**src/rtl/wash_cycle_sequencer_if.sv**
```systemverilog
// Front-panel inputs and actuator/status outputs of the wash cycle sequencer.
interface wash_cycle_sequencer_if;
    logic       start;
    logic       pause;
    logic       double_wash;
    logic       door_closed;
    logic [2:0] state;
    logic       water_valve;
    logic       drain_valve;
    logic       motor_on;
    logic       door_lock;
    logic       phase_pre;
    logic       cycle_done;

    modport master (
        output start, pause, double_wash, door_closed,
        input  state, water_valve, drain_valve, motor_on, door_lock, phase_pre, cycle_done
    );

    modport slave (
        input  start, pause, double_wash, door_closed,
        output state, water_valve, drain_valve, motor_on, door_lock, phase_pre, cycle_done
    );
endinterface

```
**src/rtl/wash_cycle_sequencer.sv**
```systemverilog
// Phase sequencer FILL -> WASH (optionally twice) -> RINSE -> SPIN -> DONE driven by one
// shared phase timer that restarts at every phase boundary and freezes while paused.
module wash_cycle_sequencer #(
    parameter int unsigned FILL_T  = 4,
    parameter int unsigned WASH_T  = 8,
    parameter int unsigned RINSE_T = 6,
    parameter int unsigned SPIN_T  = 5,
    parameter int unsigned CNT_W   = 4
) (
    input logic                   clk,
    input logic                   rst,
    wash_cycle_sequencer_if.slave bus
);

    typedef enum logic [2:0] {
        IDLE  = 3'd0,
        FILL  = 3'd1,
        WASH  = 3'd2,
        RINSE = 3'd3,
        SPIN  = 3'd4,
        DONE  = 3'd5
    } state_e;

    state_e             state_q, state_d;
    logic [CNT_W-1:0]   timer_q, timer_d;
    logic               pass_q, pass_d;
    logic               dw_q, dw_d;

    logic               active;
    logic               running;
    logic               phase_end;
    logic [CNT_W-1:0]   dur_m1;

    assign active    = (state_q == FILL) || (state_q == WASH) ||
                       (state_q == RINSE) || (state_q == SPIN);
    assign running   = active && !bus.pause && bus.door_closed;
    assign phase_end = running && (timer_q == dur_m1);

    always_comb begin
        dur_m1 = '0;
        case (state_q)
            FILL:    dur_m1 = CNT_W'(FILL_T - 1);
            WASH:    dur_m1 = CNT_W'(WASH_T - 1);
            RINSE:   dur_m1 = CNT_W'(RINSE_T - 1);
            SPIN:    dur_m1 = CNT_W'(SPIN_T - 1);
            default: dur_m1 = '0;
        endcase
    end

    always_comb begin
        state_d = state_q;
        timer_d = timer_q;
        pass_d  = pass_q;
        dw_d    = dw_q;
        if (running) begin
            timer_d = phase_end ? '0 : timer_q + CNT_W'(1);
        end
        case (state_q)
            IDLE: begin
                if (bus.start && bus.door_closed) begin
                    state_d = FILL;
                    dw_d    = bus.double_wash;
                    pass_d  = 1'b0;
                    timer_d = '0;
                end
            end
            FILL: begin
                if (phase_end) state_d = WASH;
            end
            WASH: begin
                // Second wash pass re-enters WASH with the timer already cleared above.
                if (phase_end) begin
                    if (dw_q && !pass_q) pass_d  = 1'b1;
                    else                 state_d = RINSE;
                end
            end
            RINSE: begin
                if (phase_end) state_d = SPIN;
            end
            SPIN: begin
                if (phase_end) state_d = DONE;
            end
            DONE: begin
                state_d = IDLE;
            end
            default: begin
                state_d = IDLE;
                timer_d = '0;
            end
        endcase
    end

    always_ff @(posedge clk) begin
        if (!rst) begin
            state_q <= IDLE;
            timer_q <= '0;
            pass_q  <= 1'b0;
            dw_q    <= 1'b0;
        end else begin
            state_q <= state_d;
            timer_q <= timer_d;
            pass_q  <= pass_d;
            dw_q    <= dw_d;
        end
    end

    assign bus.state       = state_q;
    assign bus.water_valve = running && ((state_q == FILL) || (state_q == RINSE));
    assign bus.drain_valve = running && (state_q == SPIN);
    assign bus.motor_on    = running && ((state_q == WASH) || (state_q == RINSE) ||
                                         (state_q == SPIN));
    assign bus.door_lock   = active || (state_q == DONE);
    assign bus.phase_pre   = phase_end;
    assign bus.cycle_done  = (state_q == DONE);

endmodule

```
**src/flat_wrapper.sv**
```systemverilog
// flat-port wrapper written by rule: the top's interface ports become plain ports
module wash_cycle_sequencer_flat 
#(
    parameter int unsigned FILL_T  = 4,
    parameter int unsigned WASH_T  = 8,
    parameter int unsigned RINSE_T = 6,
    parameter int unsigned SPIN_T  = 5,
    parameter int unsigned CNT_W   = 4
)
  (clk, rst, bus_start, bus_pause, bus_double_wash, bus_door_closed, bus_state, bus_water_valve, bus_drain_valve, bus_motor_on, bus_door_lock, bus_phase_pre, bus_cycle_done);
  wash_cycle_sequencer_if bus_i ();
  input logic clk;
  input logic rst;
  input wire logic [$bits(bus_i.start)-1:0] bus_start;
  input wire logic [$bits(bus_i.pause)-1:0] bus_pause;
  input wire logic [$bits(bus_i.double_wash)-1:0] bus_double_wash;
  input wire logic [$bits(bus_i.door_closed)-1:0] bus_door_closed;
  output wire logic [$bits(bus_i.state)-1:0] bus_state;
  output wire logic [$bits(bus_i.water_valve)-1:0] bus_water_valve;
  output wire logic [$bits(bus_i.drain_valve)-1:0] bus_drain_valve;
  output wire logic [$bits(bus_i.motor_on)-1:0] bus_motor_on;
  output wire logic [$bits(bus_i.door_lock)-1:0] bus_door_lock;
  output wire logic [$bits(bus_i.phase_pre)-1:0] bus_phase_pre;
  output wire logic [$bits(bus_i.cycle_done)-1:0] bus_cycle_done;
  assign bus_i.start = bus_start;
  assign bus_i.pause = bus_pause;
  assign bus_i.double_wash = bus_double_wash;
  assign bus_i.door_closed = bus_door_closed;
  assign bus_state = bus_i.state;
  assign bus_water_valve = bus_i.water_valve;
  assign bus_drain_valve = bus_i.drain_valve;
  assign bus_motor_on = bus_i.motor_on;
  assign bus_door_lock = bus_i.door_lock;
  assign bus_phase_pre = bus_i.phase_pre;
  assign bus_cycle_done = bus_i.cycle_done;
  wash_cycle_sequencer #(.FILL_T(FILL_T), .WASH_T(WASH_T), .RINSE_T(RINSE_T), .SPIN_T(SPIN_T), .CNT_W(CNT_W)) u_core (.clk(clk), .rst(rst), .bus(bus_i));
endmodule
```
**config.mk**
```make
export PLATFORM = sky130hd
export DESIGN_NAME = wash_cycle_sequencer_flat
export DESIGN_NICKNAME = d
export VERILOG_FILES = /design/src/rtl/wash_cycle_sequencer_if.sv /design/src/rtl/wash_cycle_sequencer.sv /design/src/flat_wrapper.sv
export SDC_FILE = /design/constraint.sdc
export NUM_CORES = 1
export LEC_CHECK = 0
export BUFFER_PORTS_ARGS = -buffer_cell sky130_fd_sc_hd__clkbuf_2
export CORE_MARGIN = 2
export CORE_UTILIZATION = 45
export CTS_CLUSTER_DIAMETER = 40
export DETAILED_ROUTE_END_ITERATION = 6
export PLACE_DENSITY = 0.72
export SYNTH_ARGS = -nofsm -noshare
export SYNTH_HDL_FRONTEND = slang
export SYNTH_SLANG_ARGS = --single-unit
export TNS_END_PERCENT = 10
```
**constraint.sdc**
```tcl
create_clock -name clk -period 1.8 [get_ports clk]
set_input_delay 0.09 -clock clk [delete_from_list [all_inputs] [get_ports clk]]
set_output_delay 0.09 -clock clk [all_outputs]
set_load 0.02 [all_outputs]
```
==> impl_metrics.tcl, run 1 <==
set metrics [dict create \
    cts.sinks 9 \
    grt_pass1_wl_mm 2.104 \
    status "completed" \
    design_area_sq_um 802.0 \
    dr_total_vias 608 \
    slew_viol_final 0 \
    seq_area_frac_synth_pct 30.00 \
    synth_cell_types 31 \
    worstPathArrival_ns 1.96 \
    wl_per_cell_microns 13.34 \
    hold_buffers 0 \
    placed_cells 107 \
    setup_tns_ns 0 \
    slew_headroom_pct 77.39 \
    drv_cap 0 \
    fp.dieArea_sq_mm 0.001643 \
    max_freq_ghz 0.5611 \
    worstSetupPathType "reg2reg" \
    fin_nets 104 \
    firstDrtPassIters 4 \
    ctsHtreeMaxLevel 1 \
    final_hold_viol_count 0 \
    yosysTopAreaCellShare_pct 30.00 \
    hp-class "in2reg" \
    syn2layout_area_growth_pct 33.54 \
    top_usage_layer "met1" \
    cts_max_path_buffers 2 \
    postSynthAreaPerCell_sq_um 7.902 \
    synth_top_area_cell "dfxtp_1" \
    final-instance-count-excl-fill 111 \
    synthFlopType "dfxtp_1" \
    drt_wl_total_mm 1.481 \
    synth_edf_count 0 \
    finalSetupViolations 0 \
    cp-start-kind "register" \
    core.rowCount 13 \
    ctsRootBufferMaster "clkbuf_4" \
    grtUsageTotal_pct 19.30 \
    clock_latency_ns 0.25 \
    cts_buffers 3 \
    synth_commonest_cells "10 x nor2_1, 9 x dfxtp_1, 6 x nor3_1" \
    required_ns 1.98 \
    core_area_sq_mm 0.001269 \
    cp_slowest_cell "dfxtp_2" \
    antenna_found_initial 0 \
    period_minus_slack_ns 1.782 \
    tightestPinTransition_ns 0.3366 \
    tritoncts "done" \
    synthMostInstantiatedCell "nor2_1" \
    worstPathMaxFanout 11 \
    power_density_mw_per_mm2 557.1 \
    synth_cells 76 \
    grt_max_degree 12 \
    p_leak_nw 0.3118 \
    num_io_pins 15 \
    clk_pin_slew_worst_paths_ns 0.06 \
    numPortBuffers 14 \
    grt_overflow 0 \
    post_dp_cell_area_sq_um 725.7 \
    intPower_mw 0.3232 \
    grtUsageMet2_pct 27.38 \
    p_clk_share_pct 34.4 \
    gp_congestion 0.8158 \
    sw_frac_of_total_pct 27.66 \
    finClkSkew_ns 0.001703 \
    cpPeakStageDelay_ns 0.44 \
    crit_chain "buf_4 > nor3_1 > nor4_1 > o21ba_2 > or4_1 > a21oi_1" \
    hpwl_mm 1.063 \
    synthArstFlopShare_pct 0 \
    layout-drive-gt1-share_pct 36.46 \
    drtIter0Drc 15 \
    die_x_microns 40.53 \
    synth.top_cells.by_area "dfxtp_1 30%, mux2i_1 6.7%, nor2_1 6.3%" \
    initial_core_util_pct 47.34 \
    synth.ff_latch_count 9 \
    grt_pass1_vias 471 \
    mappedNetlistArea_sq_um 600.6 \
    holdWs_ns 0.1138 \
    diodes 0 \
    pwr-share-comb_pct 19.2 \
    drtAntennaViolNets 0 \
    endpoint_kind "register" \
    gr-usage-met1_pct 29.18 \
    ir_worst_vdd_v 0.0004072 \
    seqPwrFrac_pct 46.4 \
    die_h_microns 40.53 \
    synthesis.nets 83 \
    switching_power_mw 0.1236 \
    finalCritPeriodShare_pct 99.02 \
    yosysWarnings 0 \
    cts_setup_buffers 0 \
    grt_use_met3_pct 1.667 \
    drc 0 \
    viasPerCell 5.477 \
]
-- worst paths after layout --
check | from | endpoint | slack [ns] | cells past startpoint
worst max-delay path | u_core.bus.state[1] | u_core.bus.state[1] | 0.02 | 6
worst min register to register | u_core.bus.state[1] | u_core.bus.state[1] | 0.55 | 2
worst min-delay path | bus_double_wash | u_core.dw_q | 0.11 | 3
worst max register to register | u_core.bus.state[1] | u_core.bus.state[1] | 0.02 | 6
-- cells in the final DEF, fill, tap and decap left out, types with 2 or more instances in the layout --
cell type  instances
clkbuf_2          13
mux2i_1            3
nand3_1            2
buf_4              6
nand2_1            4
nand2b_1           3
nor2b_1            2
clkbuf_4           3
xnor2_1            3
inv_1              3
a21oi_1            4
nor2_1            10
dfxtp_1            6
dfxtp_4            2
nor3_1             6
or4_4              2
and2_1             2
-- cell type report --
cell class,instances,area (sq um)
Fill cell,115,466.7
Multi-Input combinational cell,60,435.4
Sequential cell,9,188.9
Timing Repair Buffer,20,121.4
Clock buffer,4,26.28
Tap cell,15,18.77
Inverter,3,11.26
-- registers in the layout (all words and copies together) (netlist names) --
register / cells
u_core.dw_q: 1
u_core.bus.state: 3
u_core.timer_q: 4
u_core.pass_q: 1
-- logic make-up after synthesis --
group,Yosys count,synth area share [%]
and+or+nand+nor,39,35.62
xor gates and xnor gates,4,5.834
buffers and inverters,7,6.041
AOI/OAI and AO/OA,12,13.75
adders and majority gates,1,2.083
DFF,9,30.00
muxes,4,6.667
-- power groups by stage --
stage                     combinational, mW  clock [mW]  sequential (mW)
after global routing                 0.0941       0.168            0.208
final                                0.0860       0.154            0.207
after CTS                            0.0799       0.160            0.208
after detailed placement             0.0794           0            0.213
after global placement               0.0782           0            0.213
after floorplan                      0.0540           0            0.215
-- worst max-delay path, delay by kind of cell, from the launching register on --
kind,cells,cell delay [ns]
and+or+nand+nor,3,0.73
AOI/OAI and AO/OA,2,0.35
buffers and inverters,1,0.18
DFF,1,0.44
-- per-stage QoR --
step | worst slack (ns) | total power [mW] | util [%]
2_1_floorplan | -0.01500 | 0.2692 | -
3_3_place_gp | 0.1173 | 0.2911 | 57.20
3_5_place_dp | 0.09733 | 0.2920 | 57.20
4_1_cts | 0.003710 | 0.4481 | 59.47
5_1_grt | -0.07928 | 0.4699 | 63.21
6_report | 0.01772 | 0.4468 | 63.21
-- metal layers --
metal	vias up	wire, microns
met5	-	0
met2	16	706
met4	0	6
li1	314	-
met1	276	715
met3	2	52
-- repair_timing --
item,CTS,global route
pin swaps,1,2
setup endpoints to repair,1,2
resized for setup,1,10
Power figures use the tool's default switching activity.
==> run 2, diff against run 1 <==
- PLACE_DENSITY: 0.72 -> 0.68
==> run 2 against run 1 <==
Effect of this change: clock-buffer cell count unchanged; combinational power increased by 0.9%; power increased by 0.32%; critical endpoint is now u_core.timer_q[3]; largest cell class unchanged.
==> impl_metrics.tcl, run 2 (synthesis results as in run 1) <==
set metrics [dict create \
    status "completed" \
    fin_nets 103 \
    ctsRootBufferMaster "clkbuf_4" \
    die_h_microns 40.53 \
    sw_frac_of_total_pct 27.30 \
    final_cell_mix "13 x clkbuf_2, 10 x nor2_1, 6 x nor3_1" \
    tightestPinTransition_ns 0.2939 \
    tritoncts "done" \
    final_util_pct 61.34 \
    final_hold_viol_count 0 \
    slew_headroom_pct 80.15 \
    switching_power_mw 0.1224 \
    diodes 0 \
    design_area_sq_um 778.2 \
    syn2layout_area_growth_pct 29.58 \
    drt_wl_total_mm 1.552 \
    hold_buffers 0 \
    numPortBuffers 14 \
    layout-drive-gt1-share_pct 35.79 \
    fin_ws_ns 0.05081 \
    initial_core_util_pct 47.34 \
    cts.sinks 9 \
    worst_r2r_path_depth 6 \
    largest_register "u_core.timer_q" \
    holdWs_ns 0.09942 \
    r2r-start "u_core.bus.state[2]" \
    rrSetupSlack_ns 0.05 \
    firstDrtPassIters 4 \
    cp-start-kind "register" \
    die_x_microns 40.53 \
    rsz0062_at_grt "no" \
    worstPathArrival_ns 1.90 \
    fp.dieArea_sq_mm 0.001643 \
    dr_total_vias 629 \
    ctsHtreeMaxLevel 1 \
    grt_overflow 0 \
    drtIter0Drc 28 \
    drv_cap 0 \
    final_common_cell "clkbuf_2" \
    cts_max_path_buffers 2 \
    hp-start "bus_double_wash" \
    grt_pass1_wl_mm 2.194 \
    wl_per_cell_microns 14.11 \
    endpoint_kind "register" \
    hp-class "in2reg" \
    largest_reg_flops 4 \
    final-instance-count-excl-fill 110 \
    worstReg2RegEnd "u_core.timer_q[3]" \
    dp_slack_ns 0.07757 \
    period_minus_slack_ns 1.749 \
    slew_viol_final 0 \
    drtAntennaViolNets 0 \
    post_dp_cell_area_sq_um 710.7 \
    gp_congestion 0.7768 \
    placed_cells 105 \
    hold_depth 3 \
    antenna_found_initial 0 \
    finalSetupViolations 0 \
    setup_tns_ns 0 \
    worstPathMaxFanout 11 \
    power_density_mw_per_mm2 576.0 \
    seqPwrFrac_pct 46.2 \
    hpwl_mm 1.058 \
    intPower_mw 0.3259 \
    ir_worst_vdd_v 0.0004782 \
    max_freq_ghz 0.5717 \
    p_clk_share_pct 34.4 \
    clock_latency_ns 0.26 \
    clk_pin_slew_worst_paths_ns 0.06 \
    grt_max_degree 12 \
    n_fill_cell 126 \
    finClkSkew_ns 0.0003658 \
    grtUsageTotal_pct 20.98 \
    finalCritPeriodShare_pct 97.18 \
    worstSetupPathType "reg2reg" \
    cts_buffers 3 \
    grt_pass1_vias 460 \
    p_leak_nw 0.3063 \
    required_ns 1.95 \
    core.rowCount 13 \
    drc 0 \
    min_to "u_core.dw_q" \
    viasPerCell 5.718 \
    core_area_sq_mm 0.001269 \
    pwr-share-comb_pct 19.4 \
    total_power_mw 0.4483 \
    num_io_pins 15 \
]
-- run 2: critical path, stage by stage (launching register included) --
cell and delay [ns]:
dfxtp_4 0.38, nand2b_1 0.14, or4_1 0.49, o2bb2ai_2 0.23, buf_4 0.16, nand4b_1 0.17
nor2_1 0.07
-- run 2: power groups by stage --
stage / clock network (mW) / registers (mW) / logic (mW)
global route: 0.174 / 0.208 / 0.0934
floorplan: 0 / 0.215 / 0.0540
detailed placement: 0 / 0.213 / 0.0792
global placement: 0 / 0.213 / 0.0789
CTS: 0.162 / 0.207 / 0.0800
finish: 0.154 / 0.207 / 0.0868
-- run 2: layout make-up --
cell class              instances  area, sq um  area share (%)
inverters                       3        11.26           1.447
well taps                      15        18.77           2.412
multi-input cells              60        410.4           52.73
clock buffers                   4        26.28           3.376
flip-flops and latches          9        190.2           24.44
repair buffers                 19        121.4           15.59
-- run 2: routing by layer --
layer	track usage [%]	wire, microns
met5	0	0
met4	5.000	16
met3	7.222	146
met2	33.33	740
met1	26.91	649
-- run 2: how the worst max path moves through the flow --
stage,from,end,slack [ns],cells after the start
detailed placement,u_core.bus.state[2],u_core.timer_q[3],0.08,5
floorplan,u_core.bus.state[0],u_core.bus.state[1],-0.01,6
global route,u_core.timer_q[0],u_core.timer_q[2],0.009,7
global placement,u_core.bus.state[0],u_core.timer_q[3],0.08,6
CTS,u_core.bus.state[0],bus_phase_pre,0.02,5
finish,u_core.bus.state[2],u_core.timer_q[3],0.05,6
-- run 2: timing repair --
item | CTS | global route
setup endpoints to repair | 1 | 5
gates resized for setup | 3 | 8
pin swaps | 1 | 2
setup buffers | 1 | 0
==> run 3, diff against run 2 <==
- ABC_AREA: not set -> 1
- RECOVER_POWER: not set -> 50
==> run 3 against run 2 <==
Effect of this change: via count decreased by 1.7%; worst setup slack improved by 0.15 ns; sequential cell count unchanged; combinational power increased to 7.5 times the previous value; final area decreased by 6.8%; worst hold slack improved by 0.0029 ns; critical path depth increased by 3; power increased by 140%; die area increased by 1.7%; clock skew about the same; critical path type is now reg2out; critical endpoint is now bus_phase_pre; highest routed layer unchanged.
==> impl_metrics.tcl, run 3 <==
set metrics [dict create \
    final_common_cell "nand2_1" \
    slew_headroom_pct 83.04 \
    cts_buffers 3 \
    pwr-share-comb_pct 59.9 \
    largest_reg_flops 4 \
    fp.dieArea_sq_mm 0.001671 \
    dr_total_vias 618 \
    grtUsageTotal_pct 17.89 \
    cts_max_path_buffers 2 \
    worstPathMaxFanout 7 \
    clk_pin_slew_worst_paths_ns 0.06 \
    dp_slack_ns 0.2760 \
    placed_cells 122 \
    synth.ff_latch_count 9 \
    period_minus_slack_ns 1.604 \
    synth_commonest_cells "20 x nand2_1, 12 x inv_1, 10 x nand3_1, 10 x nor2_1, 9 x dfxtp_1" \
    ctsHtreeMaxLevel 1 \
    diodes 0 \
    core.rowCount 13 \
    worstPathArrival_ns 1.51 \
    clock_latency_ns 0.25 \
    setup_tns_ns 0 \
    max_freq_ghz 0.6234 \
    firstDrtPassIters 4 \
    tritoncts "done" \
    antenna_found_initial 0 \
    initial_core_util_pct 47.61 \
    status "completed" \
    seqPwrFrac_pct 26.3 \
    grt_pass1_wl_mm 2.007 \
    synthesis.nets 100 \
    largest_register "u_core.timer_q" \
    rsz0062_at_grt "no" \
    final_util_pct 56.48 \
    hp-class "in2reg" \
    final_hold_viol_count 0 \
    syn2layout_area_growth_pct 18.61 \
    finalCritPeriodShare_pct 89.11 \
    p_leak_nw 0.3683 \
    p_clk_share_pct 13.7 \
    seq_area_frac_synth_pct 29.45 \
    drt_wl_total_mm 1.271 \
    synthArstFlopShare_pct 0 \
    tightestPinTransition_ns 0.2554 \
    endpoint_kind "primary output" \
    n_fill_cell 132 \
    wl_per_cell_microns 10.09 \
    cp-start-kind "register" \
    grt_max_degree 9 \
    synth_top_area_cell "dfxtp_1" \
    synth_edf_count 0 \
    synthMostInstantiatedCell "nand2_1" \
    mappedNetlistArea_sq_um 611.8 \
    finClkSkew_ns 0.0004122 \
    final_cell_mix "20 x nand2_1, 12 x inv_1, 10 x nand3_1, 10 x nor2_1, 10 x clkbuf_2" \
    synth_cells 93 \
    yosysTopAreaCellShare_pct 29.45 \
    switching_power_mw 0.5534 \
    required_ns 1.71 \
    synth.top_cells.by_area "dfxtp_1 29%, nand2_1 12%, nand3_1 8.2%" \
    core_area_sq_mm 0.001285 \
    postSynthAreaPerCell_sq_um 6.579 \
    total_power_mw 1.089 \
    worst_r2r_path_depth 12 \
    r2r-start "u_core.bus.state[1]" \
    sw_frac_of_total_pct 50.84 \
    intPower_mw 0.5352 \
    crit_end "bus_phase_pre" \
    power_density_mw_per_mm2 1500 \
    slew_viol_final 0 \
    drtIter0Drc 7 \
    drv_cap 0 \
    drc 0 \
    ir_worst_vdd_v 0.0007569 \
    yosysWarnings 0 \
    fin_nets 119 \
    ctsRootBufferMaster "clkbuf_4" \
    die_x_microns 40.88 \
    worstSetupPathType "reg2out" \
    worstReg2RegEnd "u_core.bus.state[0]" \
    die_h_microns 40.88 \
    viasPerCell 4.905 \
    finalSetupViolations 0 \
    gp_congestion 0.7095 \
    grt_overflow 0 \
    num_io_pins 15 \
    fin_ws_ns 0.1960 \
    final-instance-count-excl-fill 126 \
    synth_cell_types 18 \
    critPathLaunch "u_core.bus.state[1]" \
    numPortBuffers 14 \
    rrSetupSlack_ns 0.36 \
    drtAntennaViolNets 0 \
    cts.sinks 9 \
    layout-drive-gt1-share_pct 28.83 \
    synthFlopType "dfxtp_1" \
    grt_pass1_vias 525 \
    hpwl_mm 1.078 \
]
==> run 3: through the flow <==
stage	area (sq um)	hold slack (ns)
floorplan	611.8	0.2104
global placement	700.7	0.3681
detailed placement	700.7	0.3766
CTS	726.9	0.1082
global route	725.7	0.1081
finish	725.7	0.1023
==> run 3: power groups by stage <==
stage	Combinational, mW	Clock [mW]	Sequential [mW]
2_1_floorplan	0.506	0	0.305
3_3_place_gp	0.655	0	0.287
3_5_place_dp	0.664	0	0.287
4_1_cts	0.665	0.154	0.283
5_1_grt	0.721	0.165	0.293
6_report	0.652	0.150	0.287
==> run 3: per-layer routing <==
metal  vias to the layer above  GRT usage (%)  part of all wire (%)
met2                        18          31.64                    44
met4                         0          8.333                   1.2
li1                        334              -                     -
met5                         -              0                     0
met3                         2          2.174                   4.7
met1                       264          20.98                    50
==> run 3: cell families (layout without fill, tap and decap cells) <==
family / Yosys count / count (layout) / share of synthesized area (%)
flops: 9 / 9 / 29.45
fa+ha+maj: 1 / 1 / 2.045
xor+xnor: 2 / 2 / 2.864
simple gates: 58 / 58 / 49.08
compound gates: 8 / 8 / 7.360
buf+inv: 15 / 33 / 9.202
==> run 3: how the worst min path moves through the flow <==
stage	from	endpoint	slack [ns]	cells after the start
after floorplan	rst	u_core.bus.state[1]	0.21	2
after global placement	rst	u_core.bus.state[1]	0.37	3
after detailed placement	rst	u_core.bus.state[1]	0.38	3
after CTS	rst	u_core.bus.state[1]	0.11	3
after global routing	rst	u_core.bus.state[1]	0.11	3
final	rst	u_core.bus.state[1]	0.10	3
==> run 3: area by class of cell <==
| type | count | area, sq um | area share (%) |
|---|---|---|---|
| clock buffer | 4 | 26.28 | 3.621 |
| multi-input combinational | 69 | 375.4 | 51.72 |
| sequential | 9 | 183.9 | 25.34 |
| tap | 15 | 18.77 | 2.586 |
| timing repair buffer | 14 | 65.06 | 8.966 |
| inverter | 15 | 56.30 | 7.759 |
==> run 3: repair_timing <==
item / in CTS / in global routing
buffers inserted: 0 / 0
hold buffers: 0 / 0
gates resized for setup: 0 / 3
endpoints found under the setup margin: 0 / 1
==> run 3: critical path, stage by stage (launching register included) <==
cell and delay, ns:
dfxtp_2 0.39, inv_2 0.07, nand2_2 0.11, nand2_2 0.09, nand2_4 0.09, nand3_2 0.07
nor2_2 0.13, nand2_4 0.09, inv_1 0.06, clkbuf_2 0.16
